--- src/rtl/bypass_pipe.sv ---
// ============================================================================
// Module   : bypass_pipe
// Purpose  : Writeback pipeline with combinational operand forwarding.
//            Define BYPASS_FROM_IN_EN to also forward from the incoming result.
// Revision : 1.0
// ============================================================================
`default_nettype none

module bypass_pipe #(
  parameter int DATA_W = 32,
  parameter int ADDR_W = 5,
  parameter int STAGES = 2,   // legal range 1..8
  parameter int NRD    = 2
) (
  input  logic                  clk,
  input  logic                  rst,
  input  logic                  stall_i,
  input  logic                  flush_i,
  input  logic                  in_wreg_i,
  input  logic [ADDR_W-1:0]     in_wd_i,
  input  logic [DATA_W-1:0]     in_wdata_i,
  input  logic [NRD-1:0]        rd_re_i,
  input  logic [NRD*ADDR_W-1:0] rd_addr_i,
  input  logic [NRD*DATA_W-1:0] rf_data_i,
  output logic [NRD*DATA_W-1:0] rd_data_o,
  output logic [NRD-1:0]        rd_hit_o,
  output logic                  wb_wreg_o,
  output logic [ADDR_W-1:0]     wb_wd_o,
  output logic [DATA_W-1:0]     wb_wdata_o,
  output logic [3:0]            occ_o
);

  logic [STAGES-1:0] r_wreg;
  logic [ADDR_W-1:0] r_wd    [STAGES];
  logic [DATA_W-1:0] r_wdata [STAGES];
  logic [3:0]        r_occ;

  logic [STAGES-1:0] w_wreg_nxt;
  logic [ADDR_W-1:0] w_wd_nxt    [STAGES];
  logic [DATA_W-1:0] w_wdata_nxt [STAGES];
  logic [3:0]        w_occ_nxt;

  // Next-state of the shift chain; occupancy is counted from it so occ_o is registered.
  always_comb begin
    w_wreg_nxt  = r_wreg;
    w_wd_nxt    = r_wd;
    w_wdata_nxt = r_wdata;
    if (flush_i) begin
      w_wreg_nxt = '0;
      for (int s = 0; s < STAGES; s++) begin
        w_wd_nxt[s]    = '0;
        w_wdata_nxt[s] = '0;
      end
    end else if (!stall_i) begin
      w_wreg_nxt[0]  = in_wreg_i;
      w_wd_nxt[0]    = in_wd_i;
      w_wdata_nxt[0] = in_wdata_i;
      for (int s = 1; s < STAGES; s++) begin
        w_wreg_nxt[s]  = r_wreg[s-1];
        w_wd_nxt[s]    = r_wd[s-1];
        w_wdata_nxt[s] = r_wdata[s-1];
      end
    end
    w_occ_nxt = '0;
    for (int s = 0; s < STAGES; s++) begin
      w_occ_nxt = w_occ_nxt + {3'b000, w_wreg_nxt[s]};
    end
  end

  always_ff @(posedge clk or posedge rst) begin
    if (rst) begin
      r_wreg <= '0;
      r_occ  <= '0;
      for (int s = 0; s < STAGES; s++) begin
        r_wd[s]    <= '0;
        r_wdata[s] <= '0;
      end
    end else begin
      r_wreg  <= w_wreg_nxt;
      r_wd    <= w_wd_nxt;
      r_wdata <= w_wdata_nxt;
      r_occ   <= w_occ_nxt;
    end
  end

  // Oldest source first so that younger matches overwrite older ones.
  always_comb begin
    rd_data_o = '0;
    rd_hit_o  = '0;
    for (int p = 0; p < NRD; p++) begin
      if (rd_re_i[p] && (rd_addr_i[p*ADDR_W +: ADDR_W] != '0)) begin
        rd_data_o[p*DATA_W +: DATA_W] = rf_data_i[p*DATA_W +: DATA_W];
        for (int s = STAGES - 1; s >= 0; s--) begin
          if (r_wreg[s] && (r_wd[s] == rd_addr_i[p*ADDR_W +: ADDR_W])) begin
            rd_data_o[p*DATA_W +: DATA_W] = r_wdata[s];
            rd_hit_o[p]                   = 1'b1;
          end
        end
`ifdef BYPASS_FROM_IN_EN
        if (in_wreg_i && (in_wd_i == rd_addr_i[p*ADDR_W +: ADDR_W])) begin
          rd_data_o[p*DATA_W +: DATA_W] = in_wdata_i;
          rd_hit_o[p]                   = 1'b1;
        end
`endif
      end
    end
  end

  // A stalled retiring entry is written once, on the cycle the stall releases.
  assign wb_wreg_o  = r_wreg[STAGES-1] & ~stall_i;
  assign wb_wd_o    = r_wd[STAGES-1];
  assign wb_wdata_o = r_wdata[STAGES-1];
  assign occ_o      = r_occ;

endmodule

`default_nettype wire

--- config.mk ---
export PLATFORM = sky130hd
export DESIGN_NAME = bypass_pipe
export DESIGN_NICKNAME = d
export VERILOG_FILES = /design/src/rtl/bypass_pipe.sv
export SDC_FILE = /design/constraint.sdc
export NUM_CORES = 1
export LEC_CHECK = 0
export BUFFER_PORTS_ARGS = -buffer_cell sky130_fd_sc_hd__buf_2
export CORE_MARGIN = 2
export CORE_UTILIZATION = 51
export CTS_CLUSTER_SIZE = 10
export DETAILED_ROUTE_END_ITERATION = 8
export MAX_ROUTING_LAYER = met4
export PLACE_DENSITY = 0.91
export RECOVER_POWER = 50
export SLEW_MARGIN = 15
export SYNTH_ARGS = -nofsm -noshare
export SYNTH_HDL_FRONTEND = slang
export SYNTH_SLANG_ARGS = --single-unit
--- constraint.sdc ---
create_clock -name clk -period 3.72 [get_ports clk]
set_clock_uncertainty 0.15 [all_clocks]
set_input_delay 0.744 -clock clk [delete_from_list [all_inputs] [get_ports clk]]
set_output_delay 0.744 -clock clk [all_outputs]
set_load 0.03 [all_outputs]
==> impl_metrics.prom <==
# TYPE chip_impl_metric gauge
chip_impl_info{name="run_status",value="finished with violations"} 1
chip_impl_info{name="failed_checks",value="capacitance limit, slew limit"} 1
chip_impl_metric{name="iteration_0_drc_count_of_the_detailed_router",unit=""} 541
chip_impl_metric{name="grt_antenna_before_repair",unit=""} 0
chip_impl_metric{name="cts_setup_buffers",unit=""} 0
chip_impl_metric{name="crit_required",unit="ns"} 2.83
chip_impl_metric{name="postSynthCellCount",unit=""} 642
chip_impl_info{name="startpoint",value="rd_addr_i[1]"} 1
chip_impl_metric{name="pwr_total",unit="uW"} 2270
chip_impl_metric{name="maxCapViolations",unit=""} 2
chip_impl_metric{name="rows",unit=""} 39
chip_impl_metric{name="insertion_delay",unit="ns"} 0.33
chip_impl_metric{name="areaGrowthSynthToFinish",unit="%"} 16.8
chip_impl_metric{name="worstRegToRegCells",unit=""} 3
chip_impl_metric{name="numClockSinks",unit=""} 78
chip_impl_metric{name="grt_first_pass_wirelength",unit="um"} 29000
chip_impl_metric{name="route.vias.total",unit=""} 5883
chip_impl_metric{name="cts_buffers",unit=""} 9
chip_impl_metric{name="die_outline_area",unit="mm2"} 0.0126
chip_impl_metric{name="pin_count_of_the_biggest_net_entering_global_routing",unit=""} 79
chip_impl_metric{name="total_switching_power",unit="uW"} 721
chip_impl_metric{name="power_per_cell_area",unit="mW/mm2"} 324
chip_impl_metric{name="synth.ff_latch_count",unit=""} 78
chip_impl_metric{name="grt_pass1_vias",unit=""} 5655
chip_impl_info{name="tritoncts",value="built"} 1
chip_impl_metric{name="globalplace.congestion",unit=""} 0.893
chip_impl_metric{name="design.core.area",unit="mm2"} 0.0115
chip_impl_info{name="rsz0062_at_grt",value="no"} 1
chip_impl_metric{name="chipWidth",unit="um"} 112
chip_impl_metric{name="initial_utilization",unit=""} 0.523
chip_impl_info{name="hold_path.startpoint",value="r_wdata[48]"} 1
chip_impl_metric{name="cts_buffer_depth",unit=""} 2
chip_impl_metric{name="finalNetCount",unit=""} 912
chip_impl_metric{name="setup_total_negative_slack",unit="ns"} 0
chip_impl_info{name="worstSetupStartpointType",value="primary input"} 1
chip_impl_metric{name="io-pin-count",unit=""} 226
chip_impl_metric{name="clk_pin_slew_worst_paths",unit="ns"} 0.05
chip_impl_metric{name="die_height",unit="um"} 112
chip_impl_metric{name="ir_drop",unit="mV"} 0.261
chip_impl_metric{name="number_of_routed_nets_with_antenna_violations",unit=""} 0
chip_impl_metric{name="final.fill_count",unit=""} 983
chip_impl_metric{name="cts_max_level",unit=""} 3
chip_impl_metric{name="power_frac_comb",unit=""} 0.250
chip_impl_info{name="final_cell_mix",value="204 x sky130_fd_sc_hd__buf_2, 78 x sky130_fd_sc_hd__dfrtp_1, 76 x sky130_fd_sc_hd__mux2i_1, 76 x sky130_fd_sc_hd__nor2_1"} 1
chip_impl_metric{name="fmax",unit="GHz"} 0.299
chip_impl_metric{name="hold_violations",unit=""} 0
chip_impl_metric{name="cell_internal_pwr",unit="uW"} 1550
chip_impl_metric{name="insertedDiodeCount",unit=""} 0
chip_impl_metric{name="worst-slew-pin-transition",unit="ns"} 1.93
chip_impl_metric{name="grt_residual_overflow",unit=""} 0
chip_impl_metric{name="timing.final.setup_violations",unit=""} 0
chip_impl_info{name="hold_class",value="flop to flop"} 1
chip_impl_metric{name="final_period_minus_worst_setup_slack",unit="ns"} 3.35
chip_impl_metric{name="data_arrival_time_of_the_critical_path",unit="ns"} 2.45
chip_impl_metric{name="post_cts_hold_buffer_count",unit=""} 0
chip_impl_metric{name="worstPathMaxFanout",unit=""} 33
chip_impl_metric{name="groute.usage.overall",unit=""} 0.292
chip_impl_info{name="crit_path_end_kind",value="output port"} 1
chip_impl_metric{name="wirelength",unit="um"} 18500
chip_impl_metric{name="drv_slew",unit=""} 128
chip_impl_metric{name="seq_power_share",unit=""} 0.411
chip_impl_metric{name="dr.pass1.iters",unit=""} 5
chip_impl_metric{name="power.clock.fraction",unit=""} 0.338
chip_impl_info{name="crit_type",value="primary input to output port"} 1
chip_impl_info{name="clock-root-buffer",value="sky130_fd_sc_hd__clkbuf_16"} 1
chip_impl_metric{name="slew_hr",unit=""} -0.286
chip_impl_metric{name="timing.reg2reg.setup_slack",unit="ns"} 2.45
chip_impl_info{name="regToRegStartpoint",value="r_wreg[1]"} 1
chip_impl_metric{name="post_synth_instance_area",unit="mm2"} 0.00600
chip_impl_metric{name="layout_worst_path_cycle_share",unit=""} 0.900
chip_impl_metric{name="vias_per_cell",unit=""} 6.27
chip_impl_metric{name="layout-drive-gt1-share",unit=""} 0.392
chip_impl_metric{name="finalCoreUtilization",unit=""} 0.611
chip_impl_metric{name="yosysWarningCount",unit=""} 0
chip_impl_metric{name="yosys.cell_types.count",unit=""} 30
chip_impl_metric{name="drt-wirelength-per-cell",unit="um"} 19.7
chip_impl_metric{name="place_hpwl",unit="um"} 12800
chip_impl_metric{name="power.static_leakage",unit="uW"} 0.00317
chip_impl_metric{name="power.switching_fraction",unit=""} 0.318
chip_impl_metric{name="synth.yosys.seq_area_share",unit=""} 0.325
chip_impl_metric{name="syn_avg_cell_area",unit="um2"} 9.35
chip_impl_metric{name="timing.hold.worst_path_depth",unit=""} 2
chip_impl_metric{name="portBuffers",unit=""} 223
chip_impl_info{name="critical_path.reg2reg.endpoint",value="occ_o[0]"} 1
chip_impl_info{name="crit_end",value="rd_data_o[14]"} 1
chip_impl_metric{name="cts_resized",unit=""} 0
chip_impl_info{name="mostFrequentLayoutCell",value="sky130_fd_sc_hd__buf_2"} 1
chip_impl_metric{name="drc",unit=""} 0
routing by layer:
layer  track usage  part of all wire  vias up
met2         0.494              0.49      416
met3        0.0437             0.091       64
met1         0.356              0.39     2779
met4         0.108             0.032        0
li1              -                 -     2624
met5             -                 0        -
power by group through the flow:
stage / combinational [uW] / clock, uW / sequential, uW
6_report: 568 / 767 / 933
5_1_grt: 605 / 821 / 938
4_1_cts: 568 / 785 / 931
3_5_place_dp: 566 / 0 / 946
3_3_place_gp: 557 / 0 / 944
2_1_floorplan: 411 / 0 / 934
sequential cells by signal, summed over array words and instances, names as in the netlist:
name / flops
occ_o: 2
r_wd: 5
r_wdata: 32
r_wreg: 2
wb_wd_o: 5
wb_wdata_o: 32
through the flow:
| step | setup slack, ns | cells | hold slack, ns | area (um2) |
|---|---|---|---|---|
| after CTS | 0.433 | 939 | 0.356 | 7060 |
| after floorplan | 0.771 | 643 | 0.381 | 6000 |
| after global placement | 0.488 | 925 | 0.401 | 6800 |
| final | 0.373 | 939 | 0.423 | 7010 |
| after global routing | 0.345 | 939 | 0.450 | 7010 |
| after detailed placement | 0.440 | 925 | 0.406 | 6800 |
critical path: stages:
cell and delay, ns:
sky130_fd_sc_hd__buf_2 0.12, sky130_fd_sc_hd__or4_1 0.53, sky130_fd_sc_hd__o21a_2 0.49, sky130_fd_sc_hd__o31ai_1 0.24
sky130_fd_sc_hd__a31oi_2 0.08, sky130_fd_sc_hd__buf_2 0.22
how the worst min path moves through the flow:
stage	endpoint
6_report	wb_wdata_o[16]
5_1_grt	r_wdata[57]
2_1_floorplan	wb_wdata_o[0]
4_1_cts	r_wdata[37]
3_3_place_gp	wb_wdata_o[16]
3_5_place_dp	wb_wdata_o[16]
final cells by class:
cell class                 count  area, um2  share of cell area
clock buffer                  12        246              0.0352
clock inverter                 2       10.0             0.00143
inverter                       1       5.00            0.000714
multi-input combinational    454       3310               0.473
sequential                    78       1950               0.279
tap                          143        179              0.0255
timing repair buffer         249       1300               0.185
cells in the mapped netlist, drive strengths merged:
library cell	number	area [um2]
nand3	64	320
and4	2	17.5
mux2i	76	761
a31oi	64	776
nor2	76	285
a21boi	2	15.0
nand4	4	37.5
inv	1	3.75
xnor2	18	158
nor2b	3	18.8
clkbuf	32	121
conb	1	3.75
or2	2	12.5
ha	1	12.5
dfrtp	78	1950
or4	2	15.0
buf	78	627
nand2b	2	12.5
o21ai	64	320
o21a	2	17.5
xor2	2	17.5
o31ai	64	480
nand2	4	15.0
kinds of logic (layout without fill, tap and decap cells):
group / after synthesis / in the layout / synth area share
AO/OA/AOI/OAI: 196 / 196 / 0.268
AND/OR/NAND/NOR: 159 / 159 / 0.122
buffers and inverters: 111 / 264 / 0.125
flip-flops: 78 / 78 / 0.325
multiplexers: 76 / 76 / 0.127
XOR/XNOR: 20 / 20 / 0.0292
adder cells (fa/ha/maj): 1 / 1 / 0.00209
other: 1 / 2 / 0.000625
Power figures use the tool's default switching activity.
